`config.mk`:
```
export PLATFORM = sky130hd
export DESIGN_NAME = mmcm_reset_seq
export DESIGN_NICKNAME = d
export VERILOG_FILES = /design/src/rtl/rst_seq_pkg.sv /design/src/rtl/sync_debounce.sv /design/src/rtl/mmcm_reset_seq.sv
export SDC_FILE = /design/constraint.sdc
export NUM_CORES = 1
export LEC_CHECK = 0
export BUFFER_PORTS_ARGS = -buffer_cell sky130_fd_sc_hd__buf_2
export CELL_PAD_IN_SITES_DETAIL_PLACEMENT = 1
export CELL_PAD_IN_SITES_GLOBAL_PLACEMENT = 1
export CORE_ASPECT_RATIO = 1.4
export CORE_UTILIZATION = 45
export DETAILED_ROUTE_END_ITERATION = 10
export HOLD_SLACK_MARGIN = 0.05
export PLACE_DENSITY = 0.86
export SYNTH_ARGS = -nofsm -noshare
export SYNTH_HDL_FRONTEND = slang
export SYNTH_HIERARCHICAL = 1
export SYNTH_SLANG_ARGS = --single-unit
```
`constraint.sdc`:
```
create_clock -name clk -period 3.6 [get_ports clk]
set_clock_uncertainty 0.05 [all_clocks]
set_input_delay 0.54 -clock clk [delete_from_list [all_inputs] [get_ports clk]]
set_output_delay 0.54 -clock clk [all_outputs]
set_load 0.05 [all_outputs]
```
`src/rtl/rst_seq_pkg.sv`:
```
// Shared state encoding and default timing constants for the MMCM reset sequencer.
package rst_seq_pkg;

  typedef enum logic [2:0] {
    ST_MMCM_RST  = 3'd0,
    ST_WAIT_LOCK = 3'd1,
    ST_HOLD      = 3'd2,
    ST_PERIPH    = 3'd3,
    ST_RUN       = 3'd4
  } state_t;

  localparam int DEF_MMCM_RST_CYCLES = 8;
  localparam int DEF_LOCK_TIMEOUT    = 4096;
  localparam int DEF_PERIPH_DELAY    = 64;
  localparam int DEF_CORE_DELAY      = 64;
  localparam int DEF_DEBOUNCE_CYCLES = 1024;

  localparam logic [3:0] RETRY_MAX = 4'd15;

  function automatic int max_of4(input int a, input int b, input int c, input int d);
    int m;
    m = a;
    if (b > m) m = b;
    if (c > m) m = c;
    if (d > m) m = d;
    return m;
  endfunction

endpackage

```
`src/rtl/sync_debounce.sv`:
```
// Two-flop synchronizer followed by a level debouncer: the output only follows
// the synchronized input after it has differed for DEBOUNCE_CYCLES straight cycles.
module sync_debounce
  import rst_seq_pkg::*;
#(
  parameter int DEBOUNCE_CYCLES = DEF_DEBOUNCE_CYCLES
) (
  input  logic clk,
  input  logic rst_n,
  input  logic raw,
  output logic level
);

  localparam int CW = $clog2(DEBOUNCE_CYCLES) + 1;
  localparam logic [CW-1:0] LAST = CW'(DEBOUNCE_CYCLES - 1);

  logic          meta;
  logic          sync;
  logic          db;
  logic [CW-1:0] cnt;

  always_ff @(posedge clk or negedge rst_n) begin
    if (!rst_n) begin
      meta <= 1'b0;
      sync <= 1'b0;
      db   <= 1'b0;
      cnt  <= '0;
    end else begin
      meta <= raw;
      sync <= meta;
      // Any cycle where the input agrees with the accepted level restarts the run.
      if (sync != db) begin
        if (cnt == LAST) begin
          db  <= sync;
          cnt <= '0;
        end else begin
          cnt <= cnt + CW'(1);
        end
      end else begin
        cnt <= '0;
      end
    end
  end

  assign level = db;

endmodule

```
`src/rtl/mmcm_reset_seq.sv`:
```
// Board-level reset sequencer: pulses the MMCM reset, waits for a stable lock,
// then releases peripheral and core resets in order, retrying on timeout or lock loss.
module mmcm_reset_seq
  import rst_seq_pkg::*;
#(
  parameter int MMCM_RST_CYCLES = DEF_MMCM_RST_CYCLES,
  parameter int LOCK_TIMEOUT    = DEF_LOCK_TIMEOUT,
  parameter int PERIPH_DELAY    = DEF_PERIPH_DELAY,
  parameter int CORE_DELAY      = DEF_CORE_DELAY,
  parameter int DEBOUNCE_CYCLES = DEF_DEBOUNCE_CYCLES
) (
  input  logic       clk,
  input  logic       rst_n,
  input  logic       btn_rst_i,
  input  logic       locked_i,
  output logic       mmcm_rst_o,
  output logic       periph_rst_n_o,
  output logic       core_rst_n_o,
  output logic       ready_o,
  output logic [3:0] retry_cnt_o
);

  localparam int MAX_DELAY = max_of4(MMCM_RST_CYCLES, LOCK_TIMEOUT, PERIPH_DELAY, CORE_DELAY);
  localparam int CNT_W     = $clog2(MAX_DELAY) + 1;

  localparam logic [CNT_W-1:0] MMCM_LAST   = CNT_W'(MMCM_RST_CYCLES - 1);
  localparam logic [CNT_W-1:0] TIMEOUT_LAST = CNT_W'(LOCK_TIMEOUT - 1);
  localparam logic [CNT_W-1:0] PERIPH_LAST = CNT_W'(PERIPH_DELAY - 1);
  localparam logic [CNT_W-1:0] CORE_LAST   = CNT_W'(CORE_DELAY - 1);

  state_t           state;
  state_t           state_nxt;
  logic [CNT_W-1:0] cnt;
  logic [CNT_W-1:0] cnt_nxt;
  logic [3:0]       retry_nxt;
  logic             retry_inc;

  logic locked_m;
  logic locked_s;
  logic btn_db;

  logic mmcm_rst_nxt;
  logic periph_rst_n_nxt;
  logic core_rst_n_nxt;
  logic ready_nxt;

  sync_debounce #(
    .DEBOUNCE_CYCLES(DEBOUNCE_CYCLES)
  ) u_btn (
    .clk  (clk),
    .rst_n(rst_n),
    .raw  (btn_rst_i),
    .level(btn_db)
  );

  always_ff @(posedge clk or negedge rst_n) begin
    if (!rst_n) begin
      locked_m <= 1'b0;
      locked_s <= 1'b0;
    end else begin
      locked_m <= locked_i;
      locked_s <= locked_m;
    end
  end

  always_comb begin
    state_nxt = state;
    cnt_nxt   = cnt + CNT_W'(1);
    retry_inc = 1'b0;

    // The button overrides everything, including a simultaneous lock loss.
    if (btn_db) begin
      state_nxt = ST_MMCM_RST;
      cnt_nxt   = '0;
    end else begin
      unique case (state)
        ST_MMCM_RST: begin
          if (cnt == MMCM_LAST) begin
            state_nxt = ST_WAIT_LOCK;
            cnt_nxt   = '0;
          end
        end
        ST_WAIT_LOCK: begin
          if (locked_s) begin
            state_nxt = ST_HOLD;
            cnt_nxt   = '0;
          end else if (cnt == TIMEOUT_LAST) begin
            state_nxt = ST_MMCM_RST;
            cnt_nxt   = '0;
            retry_inc = 1'b1;
          end
        end
        ST_HOLD: begin
          if (!locked_s) begin
            state_nxt = ST_MMCM_RST;
            cnt_nxt   = '0;
            retry_inc = 1'b1;
          end else if (cnt == PERIPH_LAST) begin
            state_nxt = ST_PERIPH;
            cnt_nxt   = '0;
          end
        end
        ST_PERIPH: begin
          if (!locked_s) begin
            state_nxt = ST_MMCM_RST;
            cnt_nxt   = '0;
            retry_inc = 1'b1;
          end else if (cnt == CORE_LAST) begin
            state_nxt = ST_RUN;
            cnt_nxt   = '0;
          end
        end
        ST_RUN: begin
          cnt_nxt = '0;
          if (!locked_s) begin
            state_nxt = ST_MMCM_RST;
            retry_inc = 1'b1;
          end
        end
        default: begin
          state_nxt = ST_MMCM_RST;
          cnt_nxt   = '0;
        end
      endcase
    end

    retry_nxt = retry_cnt_o;
    if (retry_inc && (retry_cnt_o != RETRY_MAX)) begin
      retry_nxt = retry_cnt_o + 4'd1;
    end

    // Outputs follow the state being entered so they switch in the same edge.
    mmcm_rst_nxt     = (state_nxt == ST_MMCM_RST);
    periph_rst_n_nxt = (state_nxt == ST_PERIPH) || (state_nxt == ST_RUN);
    core_rst_n_nxt   = (state_nxt == ST_RUN);
    ready_nxt        = (state_nxt == ST_RUN);
  end

  always_ff @(posedge clk or negedge rst_n) begin
    if (!rst_n) begin
      state          <= ST_MMCM_RST;
      cnt            <= '0;
      retry_cnt_o    <= 4'd0;
      mmcm_rst_o     <= 1'b1;
      periph_rst_n_o <= 1'b0;
      core_rst_n_o   <= 1'b0;
      ready_o        <= 1'b0;
    end else begin
      state          <= state_nxt;
      cnt            <= cnt_nxt;
      retry_cnt_o    <= retry_nxt;
      mmcm_rst_o     <= mmcm_rst_nxt;
      periph_rst_n_o <= periph_rst_n_nxt;
      core_rst_n_o   <= core_rst_n_nxt;
      ready_o        <= ready_nxt;
    end
  end

endmodule

```
==> results.py <==
metrics = {
    "global_route": {
        "grt_max_degree": 40,
        "grt.total_usage": 0.195,
        "grt_pass1_vias": 1494,
        "grt_antenna_before_repair": 0,
        "grt_pass1_wl_mm": 6.67,
        "grt.overflow.total": 0,
    },
    "timing": {
        "hold_viol": 0,
        "period_minus_slack_ns": 2.52,
        "holdWs_ns": 0.300,
        "max_freq_ghz": 0.396,
        "setup_violations": 0,
        "rsz0062_at_grt": "false",
        "fin_tns_setup_ns": 0,
        "tightest_slew_ns": 0.848,
        "maxSlewHeadroom": 0.435,
        "slew_violations": 0,
        "final.period_utilization": 0.701,
    },
    "setup_path": {
        "critPathSlowestCell": "or4_1",
        "slowest_delay_ns": 0.57,
        "crit_fanout": 6,
        "crit_start": "cnt[0]",
        "path_cells": "ha_1, nand4_1, or4_1, o21ai_0, and2_1, mux2_2",
        "critPathRequiredTime_ns": 3.73,
        "worst_r2r_startpoint": "cnt[0]",
        "start_kind": "flip-flop",
        "crit_arrival_ns": 2.65,
        "reg2reg_depth": 6,
        "endpoint_kind": "flip-flop",
        "criticalPathCategory": "reg -> reg",
    },
    "routing": {
        "vias": 1396,
        "antenna_left": 0,
        "drt_first_pass_iters": 4,
        "postRouteWirelength_mm": 3.93,
        "dr.first_iter.drc_count": 22,
        "drcViolationCount": 0,
        "wl_per_cell_um": 16.5,
        "via_per_inst": 5.84,
    },
    "yosys": {
        "synth_seq_cells": 39,
        "yosysTopAreaCell": "dfrtp_1",
        "synth_cells": 183,
        "ys_types": 42,
        "ys_async_sr_fraction": 1.00,
        "yosysMostFrequentCell": "dfrtp_1",
        "synth-main-ff-cell": "dfrtp_1",
        "yosysSeqAreaShare": 0.511,
        "synth_edf_count": 0,
        "synth.top_cell.area_share": 0.497,
        "ys_top_cells_by_area": "dfrtp_1 50%, nor2_1 4.9%, xnor2_1 4.6%",
        "avgSynthCellArea_um2": 10.5,
        "syn_area_mm2": 0.00191,
        "syn_nets": 190,
        "synth_warnings": 6,
        "synth.top_cells.by_count": "38 x dfrtp_1, 25 x nor2_1, 12 x nand2_1, 12 x nand3_1, 10 x xnor2_1",
    },
    "clock_tree": {
        "cts_max_level": 2,
        "cts.sinks": 39,
        "clock_path_buffers": 2,
        "cts_setup_buffers": 0,
        "cts.hold.buffers_added": 0,
        "cts_inserted_buffers": 5,
        "path_clk_slew_ns": 0.07,
        "cts-root-buf": "clkbuf_8",
        "clock_latency_ns": 0.29,
        "cts_tree": "yes",
        "ctsResizeCount": 0,
    },
    "placement": {
        "io_buffers": 11,
        "hpwl_mm": 2.89,
        "routabilityCongestion": 0.760,
    },
    "cells_and_area": {
        "multiInputGateArea_um2": 897,
        "diodes": 0,
        "fillers": 448,
        "drive_gt1_frac": 0.179,
        "seqCellArea_um2": 977,
        "finalNetCount": 202,
        "syn_to_final_growth_pct": 9.48,
    },
    "die": {
        "die_y_um": 79.1,
        "io-pin-count": 12,
        "coreArea_mm2": 0.00399,
        "die_w_um": 57.1,
        "start_util": 0.480,
        "rows": 27,
        "dieArea_mm2": 0.00452,
    },
    "flow_run": {
        "cap_viol_max_count": 0,
    },
    "status": {
        "status": "finished clean",
    },
    "pwr": {
        "power_density_mw_per_mm2": 583,
        "vdd_ir_drop_max_mv": 0.280,
        "leakage_uw": 0.000951,
        "fin_total_pwr_uw": 1220,
    },
    "worst_hold_path": {
        "min_path_type": "in -> async",
    },
}
==> metrics by stage <==
step | worst slack, ns | util | area (um^2) | instances
detailed placement | 1.12 | 0.500 | 1990 | 231
floorplan | 1.40 | - | 1910 | 183
global route | 0.871 | 0.525 | 2090 | 239
global placement | 1.25 | 0.500 | 1990 | 231
CTS | 1.07 | 0.525 | 2090 | 239
finish | 1.08 | 0.525 | 2090 | 239
==> metal layers <==
layer  vias up  part of all wire  track usage  routed length, um
met5         -                 0            0                  0
met4         0             0.026        0.100                101
met3         9             0.023       0.0358                 91
met2        13              0.57        0.374               2250
met1       702              0.38        0.195               1490
li1        672                 -            -                  -
==> area by class of cell <==
class	count	area share
Clock buffer	8	0.0478
Inverter	3	0.00538
Multi-Input combinational cell	135	0.428
Sequential cell	39	0.467
Tap cell	43	0.0257
Timing Repair Buffer	11	0.0263
==> cells in the final DEF, fill, tap and decap left out, types with 4 or more instances in the layout <==
| master | instances |
|---|---|
| nor2_1 | 25 |
| buf_2 | 11 |
| nand4_1 | 4 |
| xor2_1 | 8 |
| clkbuf_8 | 7 |
| a21oi_1 | 6 |
| or3_1 | 6 |
| nand2_1 | 12 |
| nand3_1 | 12 |
| xnor2_1 | 10 |
| dfrtp_1 | 38 |
| o21ai_0 | 8 |
==> cell families after synthesis <==
logic type                 count (synthesis)  share of synthesized area
AOI/OAI and AO/OA                         28                      0.113
xor gates and xnor gates                  18                     0.0824
adders and majority gates                  3                     0.0196
buffers and inverters                      9                     0.0203
DFF                                       39                      0.511
muxes                                      2                     0.0118
and+or+nand+nor                           84                      0.242
==> power breakdown <==
group / internal [uW] / total [uW] / leakage (uW) / switching (uW)
logic: 116 / 337 / 0.000381 / 221
registers: 497 / 563 / 0.000519 / 66.3
clock network: 175 / 320 / 0.0000515 / 145
==> registers in the layout (all words and copies together), names as in the netlist <==
| name | count |
|---|---|
| cnt | 13 |
| u_btn/cnt | 11 |
| retry_cnt_o | 4 |
| state | 3 |
| locked_m | 1 |
| locked_s | 1 |
| mmcm_rst_o | 1 |
| periph_rst_n_o | 1 |
| ready_o | 1 |
| u_btn/level | 1 |
| u_btn/meta | 1 |
| u_btn/sync | 1 |
==> worst max-delay path, delay by kind of cell (launching register included) <==
family	cells	cell delay [ns]
fa+ha+maj	1	0.29
mux	1	0.34
compound gates	1	0.37
flops	1	0.39
simple gates	3	0.96
==> worst paths after layout <==
check	slack, ns	end
setup / recovery	1.08	retry_cnt_o[1]
max in group asynchronous	2.66	ready_o
hold / removal	0.30	u_btn/cnt[7]
setup reg to reg	1.08	retry_cnt_o[1]
min in group clk	0.30	locked_m
hold reg to reg	0.31	locked_s
(Power assumes the default switching activity.)
